## src/rtl/y_sig_pkg.sv

```systemverilog
// Shared types and helpers for the y-bus signature compactor.
package y_sig_pkg;

  localparam int unsigned CNT_W = 16;

  typedef enum logic [1:0] {
    IDLE = 2'd0,
    SKIP = 2'd1,
    CAPT = 2'd2,
    DONE = 2'd3
  } state_t;

  // Number of sig_w-bit chunks needed to cover a width-bit bus.
  function automatic int unsigned fold_chunks(input int unsigned width, input int unsigned sig_w);
    return (width + sig_w - 1) / sig_w;
  endfunction

endpackage

```

## src/rtl/misr_step.sv

```systemverilog
// One MISR step: shift with polynomial feedback, then XOR in the folded y bus.
module misr_step
  import y_sig_pkg::*;
#(
  parameter int unsigned       WIDTH = 82,
  parameter int unsigned       SIG_W = 32,
  parameter logic [SIG_W-1:0]  POLY  = 32'h04C11DB7
) (
  input  logic [SIG_W-1:0] sig,
  input  logic [WIDTH-1:0] y,
  output logic [SIG_W-1:0] next_sig_c
);

  localparam int unsigned NCH   = fold_chunks(WIDTH, SIG_W);
  localparam int unsigned PAD_W = NCH * SIG_W;

  logic [PAD_W-1:0] y_pad;
  logic [SIG_W-1:0] fold;

  // Zero-pad y to whole chunks, XOR the chunks together, then apply the LFSR shift.
  always_comb begin
    y_pad = PAD_W'(y);
    fold  = '0;
    for (int unsigned i = 0; i < NCH; i++) begin
      fold = fold ^ y_pad[i*SIG_W +: SIG_W];
    end
    next_sig_c = {sig[SIG_W-2:0], 1'b0} ^ (sig[SIG_W-1] ? POLY : '0) ^ fold;
  end

endmodule

```

## src/rtl/y_signature_misr.sv

```systemverilog
// Response compactor for the DUT result bus y: skip warm-up edges, fold NSAMP
// samples into a MISR, then compare against a golden signature.
// Optional feature macro: MISR_TOGGLE_CNT_EN adds toggle_cnt (captures where y changed).
module y_signature_misr #(
  parameter int unsigned       WIDTH = 82,
  parameter int unsigned       SIG_W = 32,
  parameter logic [SIG_W-1:0]  POLY  = 32'h04C11DB7,
  parameter logic [SIG_W-1:0]  SEED  = 32'hFFFFFFFF,
  parameter int unsigned       SKIP  = 2,
  parameter int unsigned       NSAMP = 21
) (
  input  logic                          clk,
  input  logic                          rst_n,
  input  logic                          start,
  input  logic [WIDTH-1:0]              y,
  input  logic [SIG_W-1:0]              expected,
  output logic                          busy,
  output logic                          done,
  output logic                          pass,
  output logic [SIG_W-1:0]              signature,
  output logic [y_sig_pkg::CNT_W-1:0]   sample_cnt
`ifdef MISR_TOGGLE_CNT_EN
  ,
  output logic [y_sig_pkg::CNT_W-1:0]   toggle_cnt
`endif
);

  import y_sig_pkg::*;

  localparam state_t            RUN_ST  = (SKIP == 0) ? y_sig_pkg::CAPT : y_sig_pkg::SKIP;
  localparam logic [CNT_W-1:0]  SKIP_N  = CNT_W'(SKIP);
  localparam logic [CNT_W-1:0]  NSAMP_N = CNT_W'(NSAMP);

  state_t           state_q, state_d;
  logic [SIG_W-1:0] sig_q, sig_d, step_c;
  logic [CNT_W-1:0] samp_q, samp_d, skip_q, skip_d;
  logic             busy_q, busy_d, done_q, done_d, pass_q, pass_d;
`ifdef MISR_TOGGLE_CNT_EN
  logic [WIDTH-1:0] prev_y_q, prev_y_d;
  logic [CNT_W-1:0] tog_q, tog_d;
`endif

  misr_step #(
    .WIDTH (WIDTH),
    .SIG_W (SIG_W),
    .POLY  (POLY)
  ) u_step (
    .sig        (sig_q),
    .y          (y),
    .next_sig_c (step_c)
  );

  // Next-state and datapath updates; start restarts from any state.
  always_comb begin
    state_d = state_q;
    sig_d   = sig_q;
    samp_d  = samp_q;
    skip_d  = skip_q;
    done_d  = done_q;
    pass_d  = pass_q;
`ifdef MISR_TOGGLE_CNT_EN
    prev_y_d = prev_y_q;
    tog_d    = tog_q;
`endif
    if (start) begin
      state_d = RUN_ST;
      sig_d   = SEED;
      samp_d  = '0;
      skip_d  = '0;
      done_d  = 1'b0;
      pass_d  = 1'b0;
`ifdef MISR_TOGGLE_CNT_EN
      prev_y_d = '0;
      tog_d    = '0;
`endif
    end else begin
      case (state_q)
        y_sig_pkg::IDLE: begin
        end
        y_sig_pkg::SKIP: begin
          skip_d = skip_q + CNT_W'(1);
          if (skip_d == SKIP_N) state_d = y_sig_pkg::CAPT;
        end
        y_sig_pkg::CAPT: begin
          sig_d = step_c;
          if (samp_q != '1) samp_d = samp_q + CNT_W'(1);
          if (samp_d == NSAMP_N) state_d = y_sig_pkg::DONE;
`ifdef MISR_TOGGLE_CNT_EN
          if ((y != prev_y_q) && (tog_q != '1)) tog_d = tog_q + CNT_W'(1);
          prev_y_d = y;
`endif
        end
        y_sig_pkg::DONE: begin
          // First edge in DONE sees the final signature; result then held.
          if (!done_q) begin
            done_d = 1'b1;
            pass_d = (sig_q == expected);
          end
        end
        default: state_d = y_sig_pkg::IDLE;
      endcase
    end
    busy_d = (state_d == y_sig_pkg::SKIP) || (state_d == y_sig_pkg::CAPT);
  end

  // State and datapath registers with synchronous active-low reset.
  always_ff @(posedge clk) begin
    if (!rst_n) begin
      state_q <= y_sig_pkg::IDLE;
      sig_q   <= SEED;
      samp_q  <= '0;
      skip_q  <= '0;
      busy_q  <= 1'b0;
      done_q  <= 1'b0;
      pass_q  <= 1'b0;
`ifdef MISR_TOGGLE_CNT_EN
      prev_y_q <= '0;
      tog_q    <= '0;
`endif
    end else begin
      state_q <= state_d;
      sig_q   <= sig_d;
      samp_q  <= samp_d;
      skip_q  <= skip_d;
      busy_q  <= busy_d;
      done_q  <= done_d;
      pass_q  <= pass_d;
`ifdef MISR_TOGGLE_CNT_EN
      prev_y_q <= prev_y_d;
      tog_q    <= tog_d;
`endif
    end
  end

  assign busy       = busy_q;
  assign done       = done_q;
  assign pass       = pass_q;
  assign signature  = sig_q;
  assign sample_cnt = samp_q;
`ifdef MISR_TOGGLE_CNT_EN
  assign toggle_cnt = tog_q;
`endif

endmodule
```

## config.mk

```make
export PLATFORM = sky130hd
export DESIGN_NAME = y_signature_misr
export DESIGN_NICKNAME = d
export VERILOG_FILES = /design/src/rtl/y_sig_pkg.sv /design/src/rtl/misr_step.sv /design/src/rtl/y_signature_misr.sv
export SDC_FILE = /design/constraint.sdc
export NUM_CORES = 1
export LEC_CHECK = 0
export BUFFER_PORTS_ARGS = -buffer_cell sky130_fd_sc_hd__clkbuf_2
export CORE_ASPECT_RATIO = 1.2
export CORE_MARGIN = 5
export CORE_UTILIZATION = 27
export DETAILED_ROUTE_END_ITERATION = 6
export HOLD_SLACK_MARGIN = 0.06
export SETUP_SLACK_MARGIN = 0.05
export SLEW_MARGIN = 20
export SYNTH_ARGS = -nofsm -noshare
export SYNTH_HDL_FRONTEND = slang
export SYNTH_HIERARCHICAL = 1
export SYNTH_SLANG_ARGS = --single-unit
```

## constraint.sdc

```tcl
create_clock -name clk -period 5.85 [get_ports clk]
set_input_delay 0.2925 -clock clk [delete_from_list [all_inputs] [get_ports clk]]
set_output_delay 0.2925 -clock clk [all_outputs]
set_load 0.005 [all_outputs]
```

==> metrics.md <==
| Metric | Value |
|---|---|
| Status | `completed` |
| Slowest CP cell | `or4_1` |
| Fin. max-slew vios | `0` |
| CTS Hold Bufs | `0` |
| Pwr dens | `187 mW/mm^2` |
| Filler cell count | `1817` |
| Remaining routing DRC violations | `0` |
| Post-layout net count | `797` |
| PortBufs | `167` |
| Number of global-route vias before repair | `4169` |
| Area of all sequential standard cells | `0.00138 sq mm` |
| Post-CTS Setup Inserts | `0` |
| Area of the die | `0.0201 sq mm` |
| Final Skew | `6.46 ps` |
| Area occupied by multi-input gates | `just over 0.003 sq mm` |
| Critical Path Max Stage Delay | `560 ps` |
| Die span in y | `154 um` |
| Pre-antenna DRT Iters | `4` |
| Worst-path cell chain | `ha_1 > nand2_1 > o21ai_0 > a41oi_1 > or4_1 > or4_1 > a311oi_2 > mux2i_1` |
| Worst Path Arrival | `3220 ps` |
| Max Clk Rate | `0.337 GHz` |
| EDFF count, synth | `0` |
| Ports | `168` |
| Core area | `around 0.017 sq mm` |
| Syn_nets | `642` |
| Cells after synthesis | `518` |
| Max cap viols | `0` |
| Slew HR | `0.390` |
| DP HPWL | `between 10 and 15 mm` |
| Placed cell area | `0.00565 sq mm` |
| Grt ovf | `0` |
| Routed vias | `approximately 4200` |
| Root Buffer | `clkbuf_16` |
| CTS H-Tree Depth | `3` |
| Most frequent cells in the layout | `clkbuf_2 (167), xor2_1 (70), dfxtp_1 (69)` |
| Yosys Warn Count | `6` |
| Total track usage | `0.135` |
| Total CTS buffers | `9` |
| Chip Width | `130 um` |
| Setup Crit Path Kind | `flop to flop` |
| Synth Register Bits | `69` |
| Syn Std Cell Area | `0.00469 sq mm` |
| Max clock buf depth | `2` |
| Clock transition at path regs | `60 ps` |
| Row cnt | `52` |
| Most common cell after layout, fill and taps aside | `clkbuf_2` |
| Worst-path fanout max | `9` |
| Peak VDD IR | `112 uV` |
| Final min period | `2960 ps` |
| N_diodes | `0` |
| CP Data Required Time | `a little over 6000 ps` |
| P&R area growth vs syn | `26.0%` |
| WL/cell | `15.0 um` |
| Setup TNS | `0 ps` |
| DRT antenna net count | `0` |
| Later-pin clock latency in the skew report | `330 ps` |
| Final wirelength | `13.4 mm` |
| Unrepaired setup endpoints after global routing | `no` |
| Seq/Total Area, Yosys | `0.295` |
| Starting Density | `0.276` |
| Most frequent CP cell | `or4_1` |
| Synth async-reset ratio | `0` |
| Largest net degree at the start of global routing | `39` |
| Crit end category | `flop` |
| Final setup fails | `0` |
| Iteration-0 DRC Markers | `approximately 150` |
| Fin crit share | `0.507` |
| Startpoint types | `flop` |
| Clock Sinks | `69` |
| Syn_area_per_cell | `9.05 sq um` |
| Share of layout cells above drive strength 1 | `0.298` |
| Worst Tran Pin Value | `roughly 920 ps` |
| First-pass GRT wire length | `21.2 mm` |
| Final Hold Vio Count | `0` |
| Final Instance Area | `0.00591 sq mm` |
| Hold Crit Class | `input port to flop` |
| Synth Flop Type | `dfxtp_1` |
| Post-CTS Resized | `0` |
| Post-synth cell types | `57` |
| TritonCTS clock tree | `built` |
| Leakage | `between 2 and 2.5 nW` |
| Via density | `around 4.6` |
| Initial antenna violation count | `1` |
| GPL Wtd Cong | `0.860` |
==> critical path: cells and delay by family (launching register included) <==
family / cells / cell delay, ps
DFF: 1 / 380
muxes: 1 / 220
adders and majority gates: 1 / 330
and+or+nand+nor: 3 / 1290
AOI/OAI and AO/OA: 3 / 670
==> report_power, final <==
group          internal (mW)  total [mW]  leakage, nW  switching (mW)
sequential             0.472       0.475        0.558         0.00246
clock                  0.286       0.490        0.123           0.205
combinational         0.0754       0.138         1.71          0.0626
==> routing by layer <==
layer / global-route usage / wire length (um) / up-vias
met1: 0.159 / 5410 / 1861
met4: 0.0629 / 476 / 2
li1: - / - / 2087
met2: 0.223 / 6580 / 171
met3: 0.0404 / 921 / 30
met5: 0 / 13 / -
==> per-stage QoR <==
stage	setup slack, ps	util	cells	power [mW]	hold slack (ps)
detailed placement	2880	0.333	878	0.626	491
global route	2640	0.348	894	1.16	261
floorplan	3080	-	518	0.562	440
CTS	2860	0.348	894	1.12	250
global placement	2960	0.331	876	0.623	492
finish	2890	0.348	894	1.10	256
==> final cells by class <==
type,instances,share of cell area
clock inverters,4,0.00423
well taps,216,0.0457
inverters,13,0.00826
flip-flops and latches,69,0.234
repair buffers,170,0.147
multi-input cells,410,0.521
clock buffers,12,0.0400
==> synth_stat cells (2+ instances only) <==
cell type | number | area (sq um)
clkbuf_1 | 14 | 52.6
and3_1 | 4 | 25.0
o31ai_1 | 2 | 15.0
a2111oi_0 | 2 | 17.5
and4_1 | 2 | 17.5
dfxtp_1 | 69 | 1380
xor2_1 | 70 | 613
nor3_1 | 7 | 35.0
nand2b_1 | 3 | 18.8
nand2_1 | 54 | 203
o21ai_0 | 11 | 55.1
a21oi_1 | 11 | 55.1
nor4_1 | 12 | 75.1
o311a_1 | 2 | 20.0
ha_1 | 7 | 87.6
a31oi_1 | 5 | 31.3
nor2_1 | 42 | 158
buf_6 | 6 | 67.6
and3_2 | 2 | 15.0
and2_1 | 2 | 12.5
mux2i_1 | 36 | 360
or4_1 | 3 | 22.5
clkbuf_8 | 4 | 55.1
and4_2 | 2 | 20.0
nand3_1 | 12 | 60.1
nand4_1 | 18 | 113
xnor3_1 | 6 | 135
xnor3_4 | 4 | 105
inv_1 | 12 | 45.0
or3_1 | 2 | 12.5
a211oi_1 | 3 | 22.5
xnor2_1 | 64 | 561
==> path summary, 6_finish.rpt <==
kind             start    to  slack [ps]  cells after the start
min              rst_n  busy         260                      3
min reg2reg       done  done         500                      2
max          skip_q[0]  busy        2890                      8
max reg2reg  skip_q[0]  busy        2890                      8
==> logic make-up after synthesis <==
logic type / count (synthesis) / share of synthesized area
AO/OA/AOI/OAI: 48 / 0.0710
XOR/XNOR: 144 / 0.302
adder cells (fa/ha/maj): 7 / 0.0187
buffers and inverters: 39 / 0.0502
flip-flops: 69 / 0.295
multiplexers: 36 / 0.0769
AND/OR/NAND/NOR: 175 / 0.187
==> sequential cells by signal, indices dropped and copies added (netlist names) <==
name        flops
state_q         2
skip_q         16
done            1
signature      32
sample_cnt     16
busy            1
pass            1
(Power assumes the default switching activity.)
